**src/rtl/hazard_detect_unit.sv**
```systemverilog
// Decode-to-execute hazard tracker: forwarding code TypeE, load-use / store-data stalls, branch flushes.
// Optional statistics counters are built when HAZARD_STATS_EN is defined.
module hazard_detect_unit #(
  parameter int REG_AW = 5
`ifdef HAZARD_STATS_EN
  ,
  parameter int STAT_W = 16
`endif
) (
  input  logic              Clk,
  input  logic              Reset,
  input  logic              InstrValidD,
  input  logic [1:0]        OpClassD,
  input  logic [REG_AW-1:0] RsD,
  input  logic [REG_AW-1:0] RtD,
  input  logic [REG_AW-1:0] WriteRegD,
  input  logic              BranchTakenE,
  output logic [5:0]        TypeE,
  output logic              StallF,
  output logic              StallD,
  output logic              FlushD,
  output logic              FlushE
`ifdef HAZARD_STATS_EN
  ,
  output logic [STAT_W-1:0] StallCnt,
  output logic [STAT_W-1:0] FwdCnt,
  output logic [STAT_W-1:0] FlushCnt
`endif
);

  localparam logic [1:0] OP_R   = 2'b00;
  localparam logic [1:0] OP_LW  = 2'b01;
  localparam logic [1:0] OP_SW  = 2'b10;
  localparam logic [1:0] OP_BEQ = 2'b11;

  typedef struct packed {
    logic              valid;
    logic              is_load;
    logic [REG_AW-1:0] dest;
  } rec_t;

  rec_t ex_rec_q, ex_rec_d, mem_rec_q, dec_rec;
  logic [5:0] type_q, type_d;

  logic              is_r, rt_no_fwd;
  logic              load_use, rt_block, hazard_stall;
  logic [REG_AW-1:0] src [2];
  logic [1:0]        d1_hit, d2_hit, src_load;
  logic [1:0]        src_dist [2];

  assign src[0]    = RsD;
  assign src[1]    = RtD;
  assign is_r      = (OpClassD == OP_R);
  assign rt_no_fwd = (OpClassD == OP_SW) || (OpClassD == OP_BEQ);

  // A valid record always has a nonzero dest, so a match implies a nonzero source.
  genvar gi;
  generate
    for (gi = 0; gi < 2; gi++) begin : g_src
      assign d1_hit[gi]   = ex_rec_q.valid && (src[gi] == ex_rec_q.dest);
      assign d2_hit[gi]   = mem_rec_q.valid && (src[gi] == mem_rec_q.dest);
      assign src_dist[gi] = d1_hit[gi] ? 2'b01 : (d2_hit[gi] ? 2'b10 : 2'b00);
      assign src_load[gi] = d1_hit[gi] ? ex_rec_q.is_load : (d2_hit[gi] && mem_rec_q.is_load);
    end
  endgenerate

  assign load_use = InstrValidD &&
                    ((d1_hit[0] && ex_rec_q.is_load) || (is_r && d1_hit[1] && ex_rec_q.is_load));
  assign rt_block = InstrValidD && rt_no_fwd && (d1_hit[1] || d2_hit[1]);
  assign hazard_stall = load_use || rt_block;

  always_comb begin
    StallF = 1'b0;
    StallD = 1'b0;
    FlushD = 1'b0;
    FlushE = 1'b0;
    if (BranchTakenE) begin
      FlushD = 1'b1;
      FlushE = 1'b1;
    end else if (hazard_stall) begin
      StallF = 1'b1;
      StallD = 1'b1;
      FlushE = 1'b1;
    end
  end

  always_comb begin
    dec_rec.valid   = InstrValidD && (is_r || (OpClassD == OP_LW)) && (WriteRegD != '0);
    dec_rec.is_load = (OpClassD == OP_LW);
    dec_rec.dest    = WriteRegD;
    ex_rec_d        = FlushE ? '0 : dec_rec;
    type_d          = 6'b000000;
    if (!FlushE && InstrValidD) begin
      type_d = {src_load[0], is_r && src_load[1], src_dist[0], is_r ? src_dist[1] : 2'b11};
    end
  end

  always_ff @(posedge Clk) begin
    if (Reset) begin
      ex_rec_q  <= '0;
      mem_rec_q <= '0;
      type_q    <= '0;
    end else begin
      ex_rec_q  <= ex_rec_d;
      mem_rec_q <= ex_rec_q;
      type_q    <= type_d;
    end
  end

  assign TypeE = type_q;

`ifdef HAZARD_STATS_EN
  logic [STAT_W-1:0] stall_cnt_q, fwd_cnt_q, flush_cnt_q;

  // Saturating counters: stop at all-ones rather than wrap.
  always_ff @(posedge Clk) begin
    if (Reset) begin
      stall_cnt_q <= '0;
      fwd_cnt_q   <= '0;
      flush_cnt_q <= '0;
    end else begin
      if (StallD && (stall_cnt_q != '1)) stall_cnt_q <= stall_cnt_q + 1'b1;
      if ((type_d != 6'b000000) && (fwd_cnt_q != '1)) fwd_cnt_q <= fwd_cnt_q + 1'b1;
      if (BranchTakenE && (flush_cnt_q != '1)) flush_cnt_q <= flush_cnt_q + 1'b1;
    end
  end

  assign StallCnt = stall_cnt_q;
  assign FwdCnt   = fwd_cnt_q;
  assign FlushCnt = flush_cnt_q;
`endif

endmodule

```
**config.mk**
```make
export PLATFORM = sky130hd
export DESIGN_NAME = hazard_detect_unit
export DESIGN_NICKNAME = d
export VERILOG_FILES = /design/src/rtl/hazard_detect_unit.sv
export SDC_FILE = /design/constraint.sdc
export NUM_CORES = 1
export LEC_CHECK = 0
export BUFFER_PORTS_ARGS = -buffer_cell sky130_fd_sc_hd__buf_4
export CAP_MARGIN = 20
export CORE_UTILIZATION = 52
export DETAILED_ROUTE_END_ITERATION = 6
export PLACE_DENSITY = 0.78
export SLEW_MARGIN = 25
export SYNTH_ARGS = -nofsm -noshare
export SYNTH_HDL_FRONTEND = slang
export SYNTH_SLANG_ARGS = --single-unit
```
**constraint.sdc**
```tcl
create_clock -name Clk -period 2.6 [get_ports Clk]
set_clock_uncertainty 0.1 [all_clocks]
set_input_delay 0.26 -clock Clk [delete_from_list [all_inputs] [get_ports Clk]]
set_output_delay 0.26 -clock Clk [all_outputs]
set_load 0.01 [all_outputs]
```
# Yosys cells after proc, flatten, opt, wreduce, memory -nomap -nowiden
# Index checks and enable logic that the tools add are counted.
word_totals:
  regBits: 20
  latchBits: 0
  ramBits: 0
  mem_bits_ro: 0
  input_bits: 21
  n_memories: 0
op_classes:
  addsub: 0
  mul: 0
  div: 0
  magnitude_cmp: 0
  n_eq_ne: 7
  shifts: 0
  muxes: 11
  n_bitwise: 1
  n_reduce_logical: 27
op_table:
  columns: ["op", "n"]
  rows:
  - ["== test 5 bit", 4]
  - ["logical AND 1 bit", 16]
  - ["two-way mux 2 bit", 4]
  - ["two-way mux 1 bit", 7]
  - ["logical OR 1 bit", 5]
  - ["nonzero test 5 bit", 1]
  - ["== test 2 bit (second input constant)", 2]
  - ["OR reduction 2 bit", 2]
  - ["OR reduction 3 bit", 1]
  - ["== test 2 x 1 -> 1 bit (second input constant)", 1]
  - ["logical NOT 2 bit", 1]
  - ["logical NOT 1 bit", 1]
  - ["inverter 1 bit", 1]

# Logic depth before layout (Yosys ltp)
# Gate-level depths: netlist (run 1).
logic_depth:
  depth_word: 13
  mapped_depth: 6

# Least setup slack after synthesis (run 1)
# No wires, ideal clock.
synth_path:
  path_kind: "reg-to-output"
  start: "register ex_rec_q[4] (netlist name)"
  end: "output StallF"
  arrival_time_ns: 1.582
  setup_slack_ns: 0.658
  stages_incl_launch_ff: 7
  n_path_buf: 1
  cell_sequence: "dfxtp_1 -> xor2_1 -> nor4_4 -> nand4_2 -> nand3_1 -> nor3b_2 -> buf_4"
synth_between:
  elab_chain_len: 9
synth_lines:
  columns: ["item", "line", "rtl"]
  rows:
  - ["start, declared", "42", "rec_t ex_rec_q, ex_rec_d, mem_rec_q, dec_rec;"]
  - ["start signal, assigned", "104", "ex_rec_q <= ex_rec_d;"]
  - ["== test 5 bit", "60", "assign d1_hit[gi] = ex_rec_q.valid && (src[gi] == ex_rec_q.dest);"]
  - ["logical AND 1 bit", "60", null]
  - ["logical AND 1 bit (2 in series)", "68", "((d1_hit[0] && ex_rec_q.is_load) || (is_r && d1_hit[1] && ex_rec_q.is_load));"]
  - ["logical OR 1 bit", "68", null]
  - ["logical AND 1 bit", "67", "assign load_use = InstrValidD &&"]
  - ["logical OR 1 bit (*)", "70", "assign hazard_stall = load_use || rt_block;"]
  - ["two-way mux 1 bit (*) (2 in series)", null, null]
  - ["end, declared", "19", "output logic StallF,"]
# Mark *: on every way between the ends. The rest lies on a longest branch, timed or not.

# Worst setup path in the final report (run 1)
layout_path:
  start: "register ex_rec_q[4] (netlist name)"
  end: "output StallF"
layout_between:
  elab_chain_len: 9
layout_lines:
  columns: ["item", "line", "rtl"]
  rows:
  - ["== test 5 bit", "60", null]
  - ["logical AND 1 bit", "60", null]
  - ["logical AND 1 bit (2 in series)", "68", null]
  - ["logical OR 1 bit", "68", null]
  - ["logical AND 1 bit", "67", null]
  - ["logical OR 1 bit (*)", "70", null]
  - ["two-way mux 1 bit (*)", "80", "end else if (hazard_stall) begin"]
  - ["two-way mux 1 bit (*)", "77", "if (BranchTakenE) begin"]
# Marked as above.

==> flow_summary.toml, run 1 <==
[run_status]
status = "complete, no violations"

[floorplanning]
num_rows = 15
pin_count = 31
die_area_sq_um = 2044
die_h_um = 45.21
die_w_um = 45.21
start_util = 0.5563
coreArea_sq_um = 1745

[clock_tree]
clock_sinks = 20
clkSlewWorstSetupHoldPaths_ns = 0.11
cts-resized-gates = 0
cts_hold_repair.buffers = 0
cts_max_level = 1
post_cts_buffers = 0
numCtsBuffers = 3
cts_tree = "built"
root_buffer = "clkbuf_4"
insertion_delay_ns = 0.29
cts_buffer_depth = 2

[worst_setup_path]
critical-path-top-delay-family = "simple AND/OR/NAND/NOR gates"
r2r_end = "ex_rec_q[4]$_SDFF_PP0_"
r2r_setup_slack_ns = 0.82
path_cells = "xor2_1 > nor4_4 > nand4_2 > nand3_1 > nor3b_2 > buf_4"
cp-start-kind = "flip-flop"
crit_path_max_fanout = 4
path_buf_inv = 1
criticalPathCategory = "reg2out"
worst_ep_required_time_ns = 2.24
worst_r2r_path_depth = 5
crit_arrival_ns = 1.94
regToRegStartpoint = "ex_rec_q[3]$_SDFF_PP0_"
crit_slowest_cell = "dfxtp_1"
max_stage_delay_ns = 0.36
critPathCaptureType = "output pin"

[yosys]
synth_seq_cells = 20
syn-mean-instance-area_sq_um = 10.33
yosysTopAreaCell = "dfxtp_1"
synthAdderAreaFrac = 0
synthCells = 94
ys_warn_count = 0
synth_nets = 115
synth_top_family_by_area = "simple AND/OR/NAND/NOR gates"
synth_xor_area_frac = 0.1804
synth-compound-area-share = 0.07216
synthSimpleGateAreaFrac = 0.3119
synth_ff_type = "dfxtp_1"
synth_async_sr_flop_share = 0
netlist_area_sq_um = 970.9
yosysSeqAreaShare = 0.4124
synth.mux.area_fraction = 0
ys_types = 25
synth-edff-count = 0
synth_commonest_cells = "dfxtp_1, xor2_1, nor2b_1"
synth_top_area_frac = 0.4124
synthTopCellsByArea = "dfxtp_1, xor2_1, nor2b_1"
yosysMostFrequentCell = "dfxtp_1"

[power]
power.leakage_nw = 0.5496
peakVddDrop_uv = 327.3
p_per_area_nw_per_um2 = 482.9

[routing]
wl_per_cell_um = 13.03
viasPerCell = 5.126
drc = 0
first_iter_violations = 10
vias = 774
ant_nets = 0
dr.pass1.iters = 4
routed_wl_mm = 1.968

[sta]
finalSetupViolations = 0
rsz0062_at_grt = "false"
tightest_slew_ns = 0.3019
min_period_ns = 2.296
hold_viol = 0
slew_viol_final = 0
worst_slack_ns = 0.3039
timing.final.crit_share = 0.8831
setup_tns_ns = 0
clock.fmax_mhz = 435.5
relSlewSlack = 0.7973

[finish]
area_growth_pct = 28.61
drive_gt1_frac = 0.3413
seqCellArea_sq_um = 400.4
multi_input_area_sq_um = 548.0
nets = 148
nFillCells = 142
instances_no_fill = 151
antenna_cells = 0

[min_path]
hold_start = "OpClassD[1]"
min_path_cells = 2
hold_end = "ex_rec_q[6]$_SDFF_PP0_"
hp-class = "in2reg"

[global_route]
grt_pass1_wl_mm = 3.208
grt_pass1_vias = 743
antenna_found_initial = 0
grt_usage = 0.2216
grt.overflow.total = 0
grt_max_degree = 12

[place]
dp_hpwl_mm = 1.528
place_ws_ns = 0.6101
dp_cells = 147
gp_congestion = 0.8089
port_buffers = 30

[flow_run]
drv_cap = 0
## registers in the layout, indices dropped and copies added (netlist names)
| signal | flops |
|---|---|
| ex_rec_q | 7 |
| mem_rec_q | 7 |
| TypeE | 6 |
## final cells by class
| type | instances | area share |
|---|---|---|
| multi-input combinational | 70 | 0.4389 |
| sequential | 20 | 0.3206 |
| timing repair buffer | 30 | 0.1804 |
| clock buffer | 4 | 0.02906 |
| tap | 25 | 0.02505 |
| inverter | 2 | 0.006012 |
## layout by cell type, fill, tap and decap left out, drive strengths merged
| cell type | count |
|---|---|
| nor3 | 1 |
| nor2b | 11 |
| inv | 2 |
| and3 | 3 |
| buf | 30 |
| nand3b | 1 |
| nand2 | 3 |
| dfxtp | 20 |
| nand4 | 4 |
| xnor2 | 4 |
| a21boi | 1 |
| or4 | 1 |
| clkbuf | 4 |
| nand3 | 6 |
| nor4 | 4 |
| nor2 | 5 |
| a21o | 1 |
| o21bai | 1 |
| a211oi | 1 |
| nor3b | 1 |
| a21oi | 4 |
| a32oi | 1 |
| and3b | 1 |
| xor2 | 16 |
## where the power goes
| group | internal [W] | switching, W | leakage (nW) | total, W |
|---|---|---|---|---|
| registers | 0.000316 | 0.00000963 | 0.163 | 0.000326 |
| clock network | 0.0000853 | 0.0000916 | 0.0210 | 0.000177 |
| logic | 0.0000499 | 0.0000503 | 0.365 | 0.000100 |
| total | 0.000451 | 0.000152 | 0.550 | 0.000603 |
## worst max path at each step
stage	startpoint	endpoint	slack, ns	depth (start not counted)
floorplan	ex_rec_q[4]$_SDFF_PP0_	StallF	0.66	6
global placement	RtD[4]	StallF	0.64	7
detailed placement	RtD[4]	StallF	0.61	7
CTS	ex_rec_q[3]$_SDFF_PP0_	StallF	0.29	6
global route	ex_rec_q[4]$_SDFF_PP0_	StallF	0.10	6
finish	ex_rec_q[4]$_SDFF_PP0_	StallF	0.30	6
## cells by family after synthesis
kind of cell | count (synthesis)
AND/OR/NAND/NOR | 41
XOR/XNOR | 20
AO/OA/AOI/OAI | 9
buffers and inverters | 4
flip-flops | 20
## stage by stage
| step | power, W | cell area, sq um | hold slack, ns | util |
|---|---|---|---|---|
| floorplan | 0.0003858 | 970.9 | 0.2267 | - |
| global placement | 0.0004296 | 1212 | 0.3685 | 0.6946 |
| detailed placement | 0.0004315 | 1212 | 0.3688 | 0.6946 |
| CTS | 0.0006069 | 1249 | 0.04508 | 0.7154 |
| global route | 0.0006326 | 1249 | 0.03016 | 0.7154 |
| finish | 0.0006029 | 1249 | 0.05686 | 0.7154 |
## metal layers
| metal | vias up | share of wire | track usage | wire, um |
|---|---|---|---|---|
| met5 | - | 0 | 0 | 0 |
| met4 | 0 | 0.0061 | 0.07273 | 12 |
| met3 | 2 | 0.039 | 0.03600 | 76 |
| met2 | 23 | 0.51 | 0.3797 | 1008 |
| met1 | 364 | 0.44 | 0.2805 | 870 |
| li1 | 385 | - | - | - |
(Power assumes the default switching activity.)
==> run 2: changes to the inputs <==
--- a/config.mk
+++ b/config.mk
@@ -7,6 +7,7 @@
 export LEC_CHECK = 0
 export BUFFER_PORTS_ARGS = -buffer_cell sky130_fd_sc_hd__buf_4
 export CAP_MARGIN = 20
+export CORE_MARGIN = 1.5
 export CORE_UTILIZATION = 52
 export DETAILED_ROUTE_END_ITERATION = 6
 export PLACE_DENSITY = 0.78
==> constraint.sdc (replaced) <==
create_clock -name Clk -period 2.6 [get_ports Clk]
set_clock_uncertainty 0.1 [all_clocks]
set_input_delay 0 -clock Clk [delete_from_list [all_inputs] [get_ports Clk]]
set_output_delay 0 -clock Clk [all_outputs]
set_load 0.01 [all_outputs]
==> flow_summary.toml, run 2 (synthesis results as in run 1) <==
[clock_tree]
cts_hold_repair.buffers = 11
clock_sinks = 20
cts_max_level = 1
post_cts_buffers = 0
cts-resized-gates = 0
cts_buffer_depth = 2
clkSlewWorstSetupHoldPaths_ns = 0.12
numCtsBuffers = 3
root_buffer = "clkbuf_4"
insertion_delay_ns = 0.31
cts_tree = "built"

[routing]
first_iter_violations = 12
wl_per_cell_um = 13.37
ant_nets = 0
dr.pass1.iters = 4
routed_wl_mm = 2.166
drc = 0
vias = 812
viasPerCell = 5.012

[min_path]
hp-class = "in2reg"

[floorplanning]
start_util = 0.5563
coreArea_sq_um = 1745
die_w_um = 46.21
num_rows = 15
die_h_um = 46.21
pin_count = 31
die_area_sq_um = 2135

[worst_setup_path]
path_cells = "xor2_1 > nor4_4 > nand4_2 > nand4_2 > nor3_1 > dlygate4sd3_1"
path_buf_inv = 1
crit_arrival_ns = 2.26
criticalPathCategory = "reg2reg"
crit_slowest_cell = "dlygate4sd3_1"
critPathCaptureType = "flip-flop"
cp-start-kind = "flip-flop"
critical-path-top-delay-family = "simple AND/OR/NAND/NOR gates"
crit_path_max_fanout = 6
worst_ep_required_time_ns = 2.71
max_stage_delay_ns = 0.55
cpMostUsedCell = "nand4_2"

[place]
dp_cells = 147
place_ws_ns = 0.8640
gp_congestion = 0.7845
port_buffers = 30
dp_hpwl_mm = 1.617

[power]
p_comb_frac = 0.180
p_total_w = 0.0006245
pwr-share-clk = 0.299
seqPwrFrac = 0.521
power.leakage_nw = 0.6004
peakVddDrop_uv = 324.2
switching_share = 0.2611
p_sw_w = 0.0001630
p_int_w = 0.0004615
p_per_area_nw_per_um2 = 459.6

[sta]
rsz0062_at_grt = "false"
hold_viol = 1
relSlewSlack = 0.7799
timing.final.crit_share = 0.8276
tightest_slew_ns = 0.3277
min_period_ns = 2.152
finalSetupViolations = 0
clock.fmax_mhz = 464.8
slew_viol_final = 0
hold_ws_ns = -0.008076
worst_slack_ns = 0.4483
setup_tns_ns = 0

[finish]
area_growth_pct = 39.95
nets = 159
nFillCells = 127
final_common_cell = "buf_4"
final_cell_mix = "buf_4, dfxtp_1, xor2_1"
antenna_cells = 0
drive_gt1_frac = 0.3139
instances_no_fill = 162

[global_route]
grt_pass1_wl_mm = 3.381
grt_usage = 0.2250
grt_pass1_vias = 762
grt_max_degree = 12
grt.overflow.total = 0
antenna_found_initial = 0

[flow_run]
drv_cap = 0

[run_status]
failed_checks = "negative hold slack"
status = "finished with violations"
run 2: path summary, 6_finish.rpt:
path              slack [ns]  depth (start not counted)                endpoint                     from
setup reg to reg        0.45                          6  ex_rec_q[6]$_SDFF_PP0_   ex_rec_q[4]$_SDFF_PP0_
hold reg to reg         0.39                          2     TypeE[5]$_SDFF_PP0_  mem_rec_q[5]$_SDFF_PP0_
setup / recovery        0.45                          6  ex_rec_q[6]$_SDFF_PP0_   ex_rec_q[4]$_SDFF_PP0_
hold / removal        -0.008                          4     TypeE[4]$_SDFF_PP0_                   RtD[1]
run 2: per-layer routing:
layer  up-vias  GRT usage  routed length, um
met2        25     0.3806               1091
met4         0     0.1200                 63
met5         -          0                  0
met3         7    0.03529                 78
met1       369     0.2689                932
li1        411          -                  -
run 2: worst min-delay path, stage by stage:
cell      delay (ns)
buf_4           0.10
xnor2_1         0.10
nand4_1         0.10
a211oi_1        0.07
run 2: stage by stage:
stage / utilization / area, sq um / hold WS (ns)
2_1_floorplan: - / 970.9 / -0.06238
3_3_place_gp: 0.6946 / 1212 / 0.1033
3_5_place_dp: 0.6946 / 1212 / 0.1077
4_1_cts: 0.7785 / 1359 / 0.0005730
5_1_grt: 0.7785 / 1359 / 0.01028
6_report: 0.7785 / 1359 / -0.008076
run 2: power by group through the flow:
stage | Sequential, W | Combinational, W | Clock (W)
after CTS | 0.000325 | 0.000112 | 0.000185
after global routing | 0.000327 | 0.000121 | 0.000201
final | 0.000325 | 0.000112 | 0.000187
after global placement | 0.000332 | 0.0000989 | 0
after floorplan | 0.000331 | 0.0000550 | 0
after detailed placement | 0.000332 | 0.0000995 | 0
run 2: final cells by class:
| type | count | area, sq um | share of cell area |
|---|---|---|---|
| clock buffer | 4 | 36.28 | 0.02670 |
| multi-input combinational | 70 | 548.0 | 0.4033 |
| tap | 25 | 31.28 | 0.02302 |
| sequential | 20 | 400.4 | 0.2947 |
| timing repair buffer | 41 | 335.3 | 0.2468 |
| inverter | 2 | 7.507 | 0.005525 |
